### src/rtl/snn_config_loader.sv
// Byte-stream configuration loader for the 3-neuron spiking layer: shadows a frame, then commits it atomically.
// Optional checksum byte and cfg_err flag enabled by defining SNN_CFG_CHECKSUM_EN.
module snn_config_loader #(
   parameter int unsigned NUM_WEIGHT_BYTES = 9,
   parameter int unsigned NUM_PARAM_BYTES  = 4,
   parameter int unsigned DATA_W           = 8
) (
   input  logic                               clk,
   input  logic                               rst_n,
   input  logic                               start,
   input  logic                               load_strobe,
   input  logic [DATA_W-1:0]                  data_in,
   input  logic                               run_en,
   output logic [NUM_WEIGHT_BYTES*DATA_W-1:0] input_weights,
   output logic [NUM_PARAM_BYTES*DATA_W-1:0]  neuron_params,
   output logic                               layer_enable,
   output logic                               cfg_valid,
   output logic                               commit_pulse,
   output logic                               busy,
   output logic [3:0]                         byte_idx,
   output logic                               cfg_err
);

   localparam int unsigned W_W        = NUM_WEIGHT_BYTES * DATA_W;
   localparam int unsigned P_W        = NUM_PARAM_BYTES * DATA_W;
   localparam int unsigned DATA_BYTES = NUM_WEIGHT_BYTES + NUM_PARAM_BYTES;
   localparam int unsigned IDX_W      = 4;
`ifdef SNN_CFG_CHECKSUM_EN
   localparam int unsigned FRAME_LEN  = DATA_BYTES + 1;
`else
   localparam int unsigned FRAME_LEN  = DATA_BYTES;
`endif

   typedef enum logic [1:0] {IDLE, LOAD, COMMIT} state_t;

   state_t             state, state_nxt;
   logic [IDX_W-1:0]   byte_idx_nxt;
   logic               strobe_q;
   logic               stb_edge_c;
   logic               wr_byte;
   logic               do_commit;
   logic               ck_ok_c;
   logic [DATA_W-1:0]  shadow [DATA_BYTES];
   logic [W_W-1:0]     weights_c;
   logic [P_W-1:0]     params_c;

   assign stb_edge_c   = load_strobe & ~strobe_q;
   assign busy         = (state != IDLE);
   assign layer_enable = cfg_valid & run_en;

   // Next-state and datapath control
   always_comb begin
      state_nxt    = state;
      byte_idx_nxt = byte_idx;
      wr_byte      = 1'b0;
      do_commit    = 1'b0;
      case (state)
         IDLE: begin
            if (start) begin
               state_nxt    = LOAD;
               byte_idx_nxt = '0;
            end
         end
         LOAD: begin
            if (start) begin
               byte_idx_nxt = '0;
            end else if (stb_edge_c) begin
               wr_byte      = 1'b1;
               byte_idx_nxt = byte_idx + IDX_W'(1);
               if (byte_idx == IDX_W'(FRAME_LEN - 1)) state_nxt = COMMIT;
            end
         end
         COMMIT: begin
            state_nxt    = IDLE;
            byte_idx_nxt = '0;
            do_commit    = ck_ok_c;
         end
         default: state_nxt = IDLE;
      endcase
   end

   always_ff @(posedge clk or negedge rst_n) begin
      if (!rst_n) begin
         state    <= IDLE;
         byte_idx <= '0;
         strobe_q <= 1'b0;
      end else begin
         state    <= state_nxt;
         byte_idx <= byte_idx_nxt;
         strobe_q <= load_strobe;
      end
   end

   // Shadow capture; the checksum byte (if any) never lands here
   always_ff @(posedge clk or negedge rst_n) begin
      if (!rst_n) begin
         for (int unsigned k = 0; k < DATA_BYTES; k++) shadow[k] <= '0;
      end else begin
         for (int unsigned k = 0; k < DATA_BYTES; k++) begin
            if (wr_byte && byte_idx == IDX_W'(k)) shadow[k] <= data_in;
         end
      end
   end

   // Byte 0 lands in the most significant lane of each field
   always_comb begin
      weights_c = '0;
      params_c  = '0;
      for (int unsigned k = 0; k < NUM_WEIGHT_BYTES; k++)
         weights_c[W_W-1-DATA_W*k -: DATA_W] = shadow[k];
      for (int unsigned k = 0; k < NUM_PARAM_BYTES; k++)
         params_c[P_W-1-DATA_W*k -: DATA_W] = shadow[NUM_WEIGHT_BYTES+k];
   end

   always_ff @(posedge clk or negedge rst_n) begin
      if (!rst_n) begin
         input_weights <= '0;
         neuron_params <= '0;
         cfg_valid     <= 1'b0;
         commit_pulse  <= 1'b0;
      end else begin
         commit_pulse <= do_commit;
         if (do_commit) begin
            input_weights <= weights_c;
            neuron_params <= params_c;
            cfg_valid     <= 1'b1;
         end
      end
   end

`ifdef SNN_CFG_CHECKSUM_EN
   logic              clr_frame_c;
   logic              ck_fail_c;
   logic [DATA_W-1:0] xor_acc;

   // XOR over data and checksum bytes is zero for a good frame
   assign clr_frame_c = start && (state != COMMIT);
   assign ck_ok_c     = (xor_acc == '0);
   assign ck_fail_c   = (state == COMMIT) && !ck_ok_c;

   always_ff @(posedge clk or negedge rst_n) begin
      if (!rst_n) begin
         xor_acc <= '0;
         cfg_err <= 1'b0;
      end else begin
         if (clr_frame_c)  xor_acc <= '0;
         else if (wr_byte) xor_acc <= xor_acc ^ data_in;
         if (clr_frame_c)    cfg_err <= 1'b0;
         else if (ck_fail_c) cfg_err <= 1'b1;
         else if (do_commit) cfg_err <= 1'b0;
      end
   end
`else
   assign ck_ok_c = 1'b1;
   assign cfg_err = 1'b0;
`endif

endmodule

### config.mk
export PLATFORM = sky130hd
export DESIGN_NAME = snn_config_loader
export DESIGN_NICKNAME = d
export VERILOG_FILES = /design/src/rtl/snn_config_loader.sv
export SDC_FILE = /design/constraint.sdc
export NUM_CORES = 1
export LEC_CHECK = 0
export ABC_AREA = 0
export BUFFER_PORTS_ARGS = -buffer_cell sky130_fd_sc_hd__buf_2
export CAP_MARGIN = 20
export CELL_PAD_IN_SITES_DETAIL_PLACEMENT = 0
export CELL_PAD_IN_SITES_GLOBAL_PLACEMENT = 1
export CORE_MARGIN = 5
export CORE_UTILIZATION = 41
export DETAILED_ROUTE_END_ITERATION = 6
export HOLD_SLACK_MARGIN = 0.02
export PLACE_DENSITY = 0.79
export SETUP_SLACK_MARGIN = 0.2
export SLEW_MARGIN = 10
export SYNTH_ARGS = -nofsm -noshare
export SYNTH_HDL_FRONTEND = slang
export SYNTH_SLANG_ARGS = --single-unit
### constraint.sdc
create_clock -name clk -period 1.59 [get_ports clk]
set_input_delay 0.2385 -clock clk [delete_from_list [all_inputs] [get_ports clk]]
set_output_delay 0.2385 -clock clk [all_outputs]
set_load 0.03 [all_outputs]
==> results_dict.tcl <==
set metrics [dict create \
    fin_nets 902 \
    gp_congestion 0.782 \
    setup_viol 4 \
    cts_buffer_depth 3 \
    worstSetupPathType "reg2out" \
    max_freq_mhz 621 \
    synth_cell_types 36 \
    ys_async_sr_fraction_pct 100 \
    r2r-start "state[1]" \
    drive_gt1_share_pct 55.2 \
    max-vdd-ir-drop_uv 699 \
    cts_max_level 1 \
    cts_tree "built" \
    syn-num-nets 740 \
    dpl_cell_area_mm2 0.00956 \
    path_clk_slew_ns 0.06 \
    start_kind "flop" \
    synth_fa_ha_area_share_pct 0.592 \
    hp-class "in2reg" \
    violations "negative setup slack" \
    min_period_over_period_pct 101 \
    syn_area_mm2 0.00845 \
    max_cap_viol_count 0 \
    grt_pass1_vias 5726 \
    cts-root-buf "clkbuf_16" \
    synthXorXnorAreaFrac_pct 0 \
    worstSetupEndpointType "output port" \
    synth_simple_gate_area_share_pct 18.4 \
    dp_cells 1102 \
    cp.required_ns 1.35 \
    finalCriticalPeriod_ns 1.61 \
    post-synth-top-count-cell "nand2_1" \
    ys_ff_latch 217 \
    crit_fanout 2 \
    first_pass_iters 4 \
    worst_slack_ns -0.0211 \
    finish.utilization_pct 57.5 \
    rows 52 \
    antenna_found_initial 0 \
    yosysTopAreaCell "dfrtp_1" \
    synthMuxAreaShare_pct 14.0 \
    fp.dieH_um 154 \
    hold_slack_ns 0.124 \
    grt_overflow 0 \
    ys_seq_area_share_pct 64.3 \
    ys.flop_type "dfrtp_1" \
    yosys.area.top_type_share_pct 64.3 \
    synth_edf_count 0 \
    ant_nets 0 \
    finClkSkew_ns 0.0198 \
    clock_sinks 217 \
    syn_inst 723 \
    status "finished with violations" \
    timing.final.max_slew_violations 0 \
    clock_latency_ns 0.50 \
    wire_per_inst_um 19.0 \
    leakage_nw 7.01 \
    hold_violations 0 \
    synth_compound_area_share_pct 0.651 \
    die_w_um 154 \
    cp.arrival_ns 1.37 \
    instances_no_fill 1171 \
    num_vias 5780 \
    diodes 0 \
    synth.area.top_cells "dfrtp_1, nand2_1, mux2_2" \
    numPortBuffers 124 \
    drc 0 \
    dp_hpwl_um 12200 \
    grt_max_degree 83 \
    start_util_pct 41.8 \
    io_pins 126 \
    vias_per_cell 4.94 \
    area_growth_pct 37.6 \
    cts_buffers 23 \
    power_density_mw_per_mm2 1000 \
    grt_first_pass_wirelength_um 31700 \
    synth_top_family_by_area "simple AND/OR/NAND/NOR gates" \
    fin_area_mm2 0.0116 \
    core-area_mm2 0.0202 \
    die_area_mm2 0.0236 \
    synth_area_per_cell_um2 11.7 \
    rsz0062_at_grt "yes" \
    min_from "start" \
    report.power.total_mw 11.6 \
    grt_usage_pct 16.5 \
    drt_iter0_drc 229 \
    routed_wl_um 22200 \
    ys_warn_count 0 \
    crit_start "state[1]" \
    synth_common_cells "nand2_1, dfrtp_1, mux2_2, clkbuf_1" \
]
[state kept, by name (all words and copies together), names as in the netlist]
register and flops:
input_weights 72, byte_idx 4, params_c 32, commit_pulse 1, cfg_valid 1, strobe_q 1, shadow 72, neuron_params 32
state 2
[per-stage QoR]
step                      TNS (ns)  setup WS, ns
after floorplan              -4.13        -0.122
after global placement     -0.0216       -0.0180
after detailed placement   -0.0438       -0.0114
after CTS                   -0.343       -0.0230
after global routing         -4.67       -0.0813
final                      -0.0449       -0.0211
[layout by cell type, fill, tap and decap left out, drive strengths merged]
cell         netlist  routed
ha                 4       4
nand2            314     314
inv                3       3
a21o               1       1
nand3             14      14
o21ai              4       4
or2                1       1
or3                2       2
a22o               1       1
and2               1       1
nand4              1       1
nand4bb            1       1
nor2b              1       1
dlygate4sd3        0       2
mux2             104     104
clkbuf            23      41
a2111oi            1       1
nand2b             4       4
buf               14     162
nor3               3       3
clkinv             1       9
nor3b              2       2
a21oi              2       2
bufinv             0       2
and4bb             2       2
conb               1       1
dfrtp            217     217
nor4b              1       1
[power breakdown]
part           total [mW]  switching (mW)  internal (mW)
combinational       0.500           0.292          0.208
sequential           5.79           0.127           5.67
clock                5.33            2.12           3.21
total                11.6            2.54           9.08
[layout make-up]
type,count,area [um2]
clock buffer,32,659
clock inverter,9,95.1
fill,1703,8610
inverter,4,27.5
multi-input combinational,465,3640
sequential,217,5440
tap,270,338
timing repair buffer,173,1420
timing repair inverter,1,16.3
[layer usage]
metal / vias up / global-route usage (%) / share of wire, %
met5: - / 0 / 0
met1: 2972 / 23.2 / 44
met3: 22 / 2.87 / 5.1
met2: 130 / 27.3 / 49
li1: 2656 / - / -
met4: 0 / 3.20 / 1.3
[kinds of logic (layout without fill, tap and decap cells)]
logic type                 count (synthesis)  after routing
DFF                                      217            217
buffers and inverters                     41            219
muxes                                    104            104
adders and majority gates                  4              4
and+or+nand+nor                          347            347
AOI/OAI and AO/OA                          9              9
other                                      1              1
[path summary, 6_finish.rpt]
kind                                          end  cells after the start  slack, ns
worst max register to register         shadow[92]                      5      -0.01
min in group asynchronous       input_weights[27]                      2       0.23
worst max-delay path                         busy                      3      -0.02
worst min register to register   neuron_params[8]                      2       0.46
max in group asynchronous       input_weights[15]                      3       0.73
worst min-delay path                     state[1]                      3       0.12
[timing repair]
| action | CTS | global route |
|---|---|---|
| gates cloned | 0 | 14 |
| setup endpoints to repair | 112 | 133 |
| pin swaps | 10 | 103 |
| hold buffers | 2 | 0 |
| endpoints found under the hold margin | 175 | 0 |
| resized for setup | 22 | 243 |
| setup buffers | 6 | 6 |
[critical path: stages, from the launching register on]
cell and delay [ns]:
dfrtp_1 0.40, buf_6 0.12, or2_4 0.22, buf_6 0.14
No activity file was read; power rests on OpenSTA's default activity.
